===== config.mk =====
export PLATFORM = sky130hd
export DESIGN_NAME = mac_lane_acc
export DESIGN_NICKNAME = d
export VERILOG_FILES = /design/src/rtl/mac_lane_acc.sv
export SDC_FILE = /design/constraint.sdc
export NUM_CORES = 1
export LEC_CHECK = 0
export ABC_AREA = 0
export CORE_UTILIZATION = 60
export CTS_CLUSTER_SIZE = 25
export DETAILED_ROUTE_END_ITERATION = 10
export PLACE_DENSITY = 0.82
export SLEW_MARGIN = 20
export SYNTH_ARGS = -nofsm -noshare
export SYNTH_HDL_FRONTEND = slang
export SYNTH_SLANG_ARGS = --single-unit

===== constraint.sdc =====
create_clock -name clk_i -period 6.15 [get_ports clk_i]
set_clock_uncertainty 0.2 [all_clocks]
set_input_delay 0.615 -clock clk_i [delete_from_list [all_inputs] [get_ports clk_i]]
set_output_delay 0.615 -clock clk_i [all_outputs]
set_load 0.05 [all_outputs]

===== src/rtl/mac_lane_acc.sv =====
// rtl/mac_lane_acc.sv - pipelined multi-lane multiply-accumulate engine
// Two register stages: per-lane products, then tree sum accumulated onto bias/accumulator.
module mac_lane_acc #(
   parameter int LANES    = 4,
   parameter int IN_W     = 8,
   parameter int W_W      = 8,
   parameter int ACC_W    = 32,
   parameter bit SATURATE = 1'b1,
   parameter int CNT_W    = 16
) (
   input  logic                   clk_i,
   input  logic                   rst_i,
   input  logic                   in_valid_i,
   output logic                   in_ready_o,
   input  logic [LANES*IN_W-1:0]  act_i,
   input  logic [LANES*W_W-1:0]   weight_i,
   input  logic                   first_i,
   input  logic                   last_i,
   input  logic [ACC_W-1:0]       bias_i,
   output logic                   out_valid_o,
   input  logic                   out_ready_i,
   output logic [ACC_W-1:0]       result_o,
   output logic                   sat_o,
   output logic [CNT_W-1:0]       beats_o
);
   localparam int PROD_W = IN_W + W_W + 1;
   localparam int TREE_W = PROD_W + $clog2(LANES);
   localparam int SUM_W  = ACC_W + 1;
   localparam logic [ACC_W-1:0] ACC_MAX = {1'b0, {(ACC_W-1){1'b1}}};
   localparam logic [ACC_W-1:0] ACC_MIN = {1'b1, {(ACC_W-1){1'b0}}};
   localparam logic [CNT_W-1:0] CNT_MAX = '1;

   logic                     stall;
   logic signed [PROD_W-1:0] prod    [LANES];
   logic signed [PROD_W-1:0] s1_prod [LANES];
   logic                     s1_valid;
   logic                     s1_first;
   logic                     s1_last;
   logic [ACC_W-1:0]         s1_bias;

   logic signed [TREE_W-1:0] node [2*LANES-1];
   logic signed [TREE_W-1:0] tree_sum;
   logic [ACC_W-1:0]         acc;
   logic [ACC_W-1:0]         base;
   logic signed [SUM_W-1:0]  sum;
   logic                     ovf;
   logic [ACC_W-1:0]         acc_next;
   logic                     flag;
   logic                     flag_next;
   logic [CNT_W-1:0]         cnt;
   logic [CNT_W-1:0]         cnt_next;

   // A held result freezes the whole pipeline, so no result can ever be dropped.
   assign stall      = out_valid_o & ~out_ready_i;
   assign in_ready_o = ~stall;

   always_comb begin
      for (int i = 0; i < LANES; i++) begin
         prod[i] = $signed({{(W_W+1){1'b0}}, act_i[i*IN_W +: IN_W]}) *
                   $signed({{(IN_W+1){weight_i[i*W_W + W_W - 1]}}, weight_i[i*W_W +: W_W]});
      end
   end

   always_ff @(posedge clk_i) begin
      if (!stall) begin
         s1_prod  <= prod;
         s1_first <= first_i;
         s1_last  <= last_i;
         s1_bias  <= bias_i;
      end
   end

   // Heap-ordered adder tree: leaves at LANES-1.., node 0 is the root.
   always_comb begin
      for (int i = 0; i < LANES; i++) begin
         node[LANES-1+i] = {{(TREE_W-PROD_W){s1_prod[i][PROD_W-1]}}, s1_prod[i]};
      end
      for (int j = LANES - 2; j >= 0; j--) begin
         node[j] = node[2*j+1] + node[2*j+2];
      end
      tree_sum = node[0];
   end

   always_comb begin
      base     = s1_first ? s1_bias : acc;
      sum      = $signed({base[ACC_W-1], base}) +
                 $signed({{(SUM_W-TREE_W){tree_sum[TREE_W-1]}}, tree_sum});
      ovf      = sum[ACC_W] ^ sum[ACC_W-1];
      acc_next = sum[ACC_W-1:0];
      if (SATURATE && ovf) begin
         acc_next = sum[ACC_W] ? ACC_MIN : ACC_MAX;
      end
      flag_next = (s1_first ? 1'b0 : flag) | (SATURATE && ovf);
      if (s1_first) begin
         cnt_next = CNT_W'(1);
      end else if (cnt == CNT_MAX) begin
         cnt_next = cnt;
      end else begin
         cnt_next = cnt + CNT_W'(1);
      end
   end

   always_ff @(posedge clk_i) begin
      if (rst_i) begin
         s1_valid    <= 1'b0;
         acc         <= '0;
         cnt         <= '0;
         flag        <= 1'b0;
         out_valid_o <= 1'b0;
         result_o    <= '0;
         sat_o       <= 1'b0;
         beats_o     <= '0;
      end else if (!stall) begin
         s1_valid    <= in_valid_i;
         out_valid_o <= s1_valid & s1_last;
         if (s1_valid) begin
            if (s1_last) begin
               result_o <= acc_next;
               sat_o    <= flag_next;
               beats_o  <= cnt_next;
               acc      <= '0;
               cnt      <= '0;
               flag     <= 1'b0;
            end else begin
               acc      <= acc_next;
               cnt      <= cnt_next;
               flag     <= flag_next;
            end
         end
      end
   end

endmodule

# Word-level counts from Yosys, hierarchy flattened
# Index checks and enable logic that the tools add are counted.
classes:
  add_sub_neg: 5
  mul: 4
  n_div: 0
  order_cmp: 0
  eq_ne: 1
  shifts: 0
  n_mux: 9
  bitwise_logic: 6
  reduce_logical: 2
op_table:
  columns: ["op", "n"]
  rows:
  - ["$mux W32", 4]
  - ["$mul A9 B8 Y17", 4]
  - ["$mux W16", 3]
  - ["$add A17 B17 Y18", 2]
  - ["$add A32 B19 Y33", 1]
  - ["$add A18 B18 Y19", 1]
  - ["$add A16 B1 Y16 const B", 1]
  - ["$eq A16 B16 Y1 const B", 1]
  - ["$reduce_and A3 Y1", 1]
  - ["$and A1 B1 Y1", 2]
  - ["$mux W1", 2]
  - ["$not A1 Y1", 2]
  - ["$reduce_and A2 Y1", 1]
  - ["$or A1 B1 Y1", 1]
  - ["$xor A1 B1 Y1", 1]
word_totals:
  regBits: 202
  latchBits: 0
  ram_bits: 0
  rom_bits: 0
  in_bits: 102
  output_inout_bits: 51
  n_memories: 0

# Longest topological paths before layout
# Gate-level depths: netlist of the first run.
logic_depth:
  depth_word: 6
  ltp_mapped: 20
  mapped_depth_nobuf: 19

# Worst setup path before layout of the first run
# Ideal clock, no wire load.
synth_path:
  path_type: "in2reg"
  from: "input out_ready_i"
  to: "register cnt[3]"
  setup_ns: 0.070
  arrival_time_ns: 5.476
  slack_ns: 0.404
  stages: 7
  cell_sequence: "nand2b_1 -> clkbuf_1 -> nand2_1 -> nor2_1 -> nand2_1 -> or3_1 -> a21oi_1"
synth_via:
  elab_chain_cells: 4
synth_lines:
  columns: ["element", "line", "rtl"]
  rows:
  - ["from (decl)", "21", "input logic out_ready_i,"]
  - ["$not A1 Y1", "54", "assign stall = out_valid_o & ~out_ready_i;"]
  - ["$and A1 B1 Y1", "54", null]
  - ["$not A1 Y1 (no source line)", null, null]
  - ["via in_ready_o", "14", "output logic in_ready_o,"]
  - ["$reduce_and A2 Y1 (no source line)", null, null]
  - ["to (signal assigned)", "126", "cnt <= cnt_next;"]
  - ["to (decl)", "50", "logic [CNT_W-1:0] cnt;"]
# The timed path passes the listed nets, and every way through them passes these cells.
# A chain may end at the register's enable or synchronous reset.

# Worst setup path after layout of the first run
layout_path:
  from: "register s1_prod (netlist bit node[16])"
  to: "register result_o[5]"
layout_via:
  elab_chain_cells: 5
layout_lines:
  columns: ["element", "line", "rtl"]
  rows:
  - ["from (decl)", "35", "logic signed [PROD_W-1:0] s1_prod [LANES];"]
  - ["from (signal assigned)", "66", "s1_prod <= prod;"]
  - ["$add A17 B17 Y18 (*)", "79", "node[j] = node[2*j+1] + node[2*j+2];"]
  - ["$add A18 B18 Y19 (*)", "79", null]
  - ["$add A32 B19 Y33 (*)", "86", "sum = $signed({base[ACC_W-1], base}) +"]
  - ["$mux W32 / $xor A1 B1 Y1 (equally long branches)", "91, 88", null]
  - ["$mux W32 (*)", "90", "if (SATURATE && ovf) begin"]
  - ["to (signal assigned)", "118", "result_o <= acc_next;"]
  - ["to (decl)", "22", "output logic [ACC_W-1:0] result_o,"]
# Every way passes the cells marked *; elsewhere a longest branch is shown, timed or not.

==> out/results.ini, run 1 <==
[run_status]
outcome = finished clean

[routing]
wl_per_cell_um = 16.1
vias = 14804
routed_wl_um = 43700
vias_per_cell = 5.43
drtAntennaViolNets = 0
firstDrtPassIters = 5
drt_iter0_markers = 821
remaining_drc_errors = 0

[floorplan]
dieArea_mm2 = 0.0335
fp.dieH_um = 183
fp.coreArea_mm2 = 0.0319
dieWidth_um = 183
ioPinCount = 153
start_util_pct = 61.7
std_cell_rows = 65

[cts]
cts.path.max_buffers = 3
htreeDepth = 1
cts-buffers-inserted = 23
cts_hold_buf = 0
cts_tree = yes
cts_num_sinks = 202
clk_pin_slew_ns = 0.07
post_cts_buffers = 0
cts_resized = 0
clk_latency_ns = 0.52
cts_root_buf = clkbuf_16

[placed_design]
post-dp-hpwl_um = 35200
io_buffer_count = 152
gp_congestion = 0.909
place_area_mm2 = 0.0217

[grt]
grt_pass1_wl_um = 74200
grt-ovfl-total = 0
track_usage_pct = 27.3
grt_max_degree = 87
grt_pass1_vias = 15471
antenna_found_initial = 0

[synthesis]
synth_top_cell_by_area = fa_1
yosysWarnings = 0
synth_top_area_share_pct = 21.8
synthCells = 2115
syn_area_per_cell_um2 = 9.30
async_reset_ff_share_pct = 0
synth-edff-count = 102
ys.flop_type = edfxtp_1
synth_area_mm2 = 0.0197
synthTopCellsByArea = fa_1 (22%), edfxtp_1 (16%), ha_1 (13%), dfxtp_1 (10%), inv_1 (8.2%)
ys_seq_area_share_pct = 25.8
synth.most_common_cell = inv_1
synth_seq_cells = 202
synth_fp_nets = 2637
synth.distinct_cells = 73
ys_top_cells_by_count = inv_1 (427), fa_1 (214), nand2_1 (211), ha_1 (206), and2_1 (134)

[sta]
min_period_over_period_pct = 90.5
tightest_slew_ns = 1.08
slew_violations = 0
post-route-min-period_ns = 5.56
whs_ns = 0.245
fmax_mhz = 180
tns_ns = 0
maxSlewHeadroom_pct = 27.8
setup_viol = 0
rsz0062_at_grt = no
hold_viol_final = 0

[cells_and_area]
n_antenna_cell = 0
area_growth_pct = 14.1
seq_area_mm2 = 0.00506
multi_input_area_mm2 = 0.0128
fin_area_mm2 = 0.0224
fin_nets = 2794
drive_above_1_share_pct = 3.67
num-fill-cells = 2450

[setup_path]
endpoint_kind = register
cp_max_fo = 20
worst_ep_arrival_time_ns = 5.79
cp-start-kind = register
path_class = register to register
cp_data_required_time_ns = 6.37

[min_path]
min_path_type = register to register

[run]
maxCapViolCount = 0

-- registers in the layout, indices dropped and copies added, names as in the netlist, 16 cells and up --
signal,cells
cnt,16
node,68
beats_o,16
s1_bias,32
acc,32
result_o,32
-- layout make-up --
class / count / share of cell area [%]
Clock buffer: 29 / 2.71
Clock inverter: 13 / 0.452
Inverter: 427 / 7.15
Multi-Input combinational cell: 1442 / 57.1
Sequential cell: 202 / 22.6
Tap cell: 435 / 2.43
Timing Repair Buffer: 176 / 7.62
-- path summary, 6_finish.rpt --
kind / to / depth (start not counted) / from / slack, ns
hold reg to reg: acc[18]$_SDFFE_PP0P_ / 2 / acc[18]$_SDFFE_PP0P_ / 0.25
setup / recovery: result_o[5]$_SDFFE_PP0P_ / 17 / node[16]$_DFFE_PN_ / 0.59
hold / removal: acc[18]$_SDFFE_PP0P_ / 2 / acc[18]$_SDFFE_PP0P_ / 0.25
setup reg to reg: result_o[5]$_SDFFE_PP0P_ / 17 / node[16]$_DFFE_PN_ / 0.59
-- placed cells by master, fill, tap and decap left out, drive strengths merged, types with 29 or more instances in the layout --
| cell | netlist | routed |
|---|---|---|
| inv | 427 | 429 |
| fa | 214 | 214 |
| nand2 | 211 | 211 |
| ha | 206 | 206 |
| clkdlybuf4s50 | 0 | 151 |
| and2 | 135 | 135 |
| nor2 | 128 | 128 |
| edfxtp | 102 | 102 |
| dfxtp | 100 | 100 |
| o21ai | 94 | 94 |
| a21oi | 79 | 79 |
| xnor2 | 56 | 56 |
| nor3 | 37 | 37 |
| mux2i | 32 | 32 |
| clkbuf | 31 | 29 |
-- worst max-delay path: stages, from the launching register on --
cell and delay [ns]:
edfxtp_1 0.44, fa_1 0.57, fa_1 0.62, inv_1 0.33, buf_4 0.31, fa_1 0.54, inv_1 0.05, ha_1 0.39
a21oi_1 0.20, o211ai_1 0.12, a31o_1 0.22, a41o_1 0.22, a31oi_2 0.20, xnor2_2 0.18, nor3_4 0.26, buf_4 0.29
a21oi_1 0.11, a211oi_1 0.23
-- per-layer routing --
metal	routed length (um)	up-vias	track usage, %
li1	-	7113	-
met5	0	-	0
met2	22400	348	50.2
met1	18600	7271	34.7
met4	952	0	6.27
met3	1780	72	2.36
-- per-stage QoR --
stage	utilization [%]	worst slack, ns	std cells
final	70.4	0.585	2724
after global routing	70.4	0.233	2724
after CTS	70.3	0.547	2724
after detailed placement	68.1	0.249	2682
after global placement	68.1	0.405	2682
after floorplan	-	0.404	2115
-- cells by family (layout without fill, tap and decap cells) --
kind of cell | Yosys count | in the layout | synth area share, %
DFF | 202 | 202 | 25.8
adders and majority gates | 420 | 420 | 34.9
muxes | 36 | 36 | 1.86
and+or+nand+nor | 612 | 612 | 14.9
buffers and inverters | 471 | 645 | 9.26
AOI/OAI and AO/OA | 290 | 290 | 9.52
xor gates and xnor gates | 84 | 84 | 3.78
Power of run 1 is left out: the tool's default activity adds up to more than one toggle a clock period on the data nets, which glitch-free logic cannot reach.
==> run 2: changes to the inputs <==
CORE_UTILIZATION = 50   (was 60)
PLACE_DENSITY = 0.7   (was 0.82)
==> out/results.ini, run 2 (synthesis gave the netlist of run 1 again) <==
[routing]
vias_per_cell = 5.17
routed_wl_um = 44000
drt_iter0_markers = 793
wl_per_cell_um = 15.7
firstDrtPassIters = 5
remaining_drc_errors = 0
vias = 14519
drtAntennaViolNets = 0

[cells_and_area]
drive_above_1_share_pct = 4.06
area_growth_pct = 15.0
largest_register_ffs = 68
final_common_cell = inv_1
num-fill-cells = 3378
final_util_pct = 58.4
layout_common_cells = inv_1 (427), fa_1 (214), nand2_1 (210), ha_1 (206), clkdlybuf4s50_1 (151)
n_antenna_cell = 0
fin_nets = 2797
final_cells = 2809

[cts]
cts-buffers-inserted = 22
cts.path.max_buffers = 3
htreeDepth = 1
cts_num_sinks = 202
clk_pin_slew_ns = 0.06
cts_tree = yes
cts_root_buf = clkbuf_16
cts_resized = 0
cts_hold_buf = 0
post_cts_buffers = 0
clk_latency_ns = 0.52

[sta]
min_period_over_period_pct = 91.5
slew_violations = 0
tns_ns = 0
setup_viol = 0
rsz0062_at_grt = no
fmax_mhz = 178
hold_viol_final = 0
maxSlewHeadroom_pct = 45.6
tightest_slew_ns = 0.817
post-route-min-period_ns = 5.62

[floorplan]
start_util_pct = 50.8
ioPinCount = 153
fp.coreArea_mm2 = 0.0387
dieArea_mm2 = 0.0401
fp.dieH_um = 200
dieWidth_um = 200
std_cell_rows = 72

[placed_design]
io_buffer_count = 152
dp.cells = 2769
post-dp-hpwl_um = 35700
gp_congestion = 0.870

[run_status]
outcome = finished clean

[run]
maxCapViolCount = 0

[setup_path]
cp_max_fo = 14
worst_ep_arrival_time_ns = 5.86
path_class = register to register
endpoint_kind = register
cp_data_required_time_ns = 6.39
cp-start-kind = register

[grt]
grt-ovfl-total = 0
grt_pass1_wl_um = 74600
antenna_found_initial = 0
grt_max_degree = 64
grt_pass1_vias = 15171
track_usage_pct = 22.5

[min_path]
min_path_type = register to register

[run 2: through the flow]
step | cell area [um2] | setup WS (ns) | hold WS, ns
2_1_floorplan | 19700 | 0.404 | 0.224
3_3_place_gp | 21900 | 0.348 | 0.234
3_5_place_dp | 21900 | 0.260 | 0.241
4_1_cts | 22600 | 0.454 | 0.249
5_1_grt | 22600 | 0.168 | 0.261
6_report | 22600 | 0.525 | 0.247
[run 2: worst paths after layout]
kind	start	end	slack [ns]	cells past startpoint
setup / recovery	node[16]$_DFFE_PN_	result_o[24]$_SDFFE_PP0P_	0.53	18
setup reg to reg	node[16]$_DFFE_PN_	result_o[24]$_SDFFE_PP0P_	0.53	18
hold / removal	acc[22]$_SDFFE_PP0P_	acc[22]$_SDFFE_PP0P_	0.25	2
hold reg to reg	acc[22]$_SDFFE_PP0P_	acc[22]$_SDFFE_PP0P_	0.25	2
[run 2: routing by layer]
| metal | global-route usage, % | up-vias | part of all wire [%] |
|---|---|---|---|
| met5 | 0 | - | 0 |
| li1 | - | 7122 | - |
| met2 | 40.7 | 326 | 50 |
| met1 | 29.6 | 7021 | 44 |
| met3 | 1.79 | 50 | 3.9 |
| met4 | 4.25 | 0 | 1.6 |
[run 2: critical path: stages, from the launching register on]
cell and delay (ns):
edfxtp_1 0.43, fa_1 0.56, fa_1 0.60, inv_1 0.29, buf_4 0.30, fa_1 0.54, inv_1 0.04, ha_1 0.38
a21oi_1 0.20, o211ai_1 0.13, a31o_1 0.23, a41o_1 0.23, a31oi_2 0.20, xnor2_2 0.12, buf_4 0.19, o21ai_2 0.25
nand2_1 0.20, buf_4 0.25, o21ai_0 0.17
[run 2: layout make-up]
type | count | area (um2) | area share [%]
flip-flops and latches | 202 | 5060 | 22.4
clock inverters | 14 | 151 | 0.669
clock buffers | 26 | 607 | 2.68
repair buffers | 180 | 1750 | 7.74
multi-input cells | 1442 | 12800 | 56.6
well taps | 518 | 648 | 2.87
inverters | 427 | 1600 | 7.09
Power of run 2 is left out for the same reason.
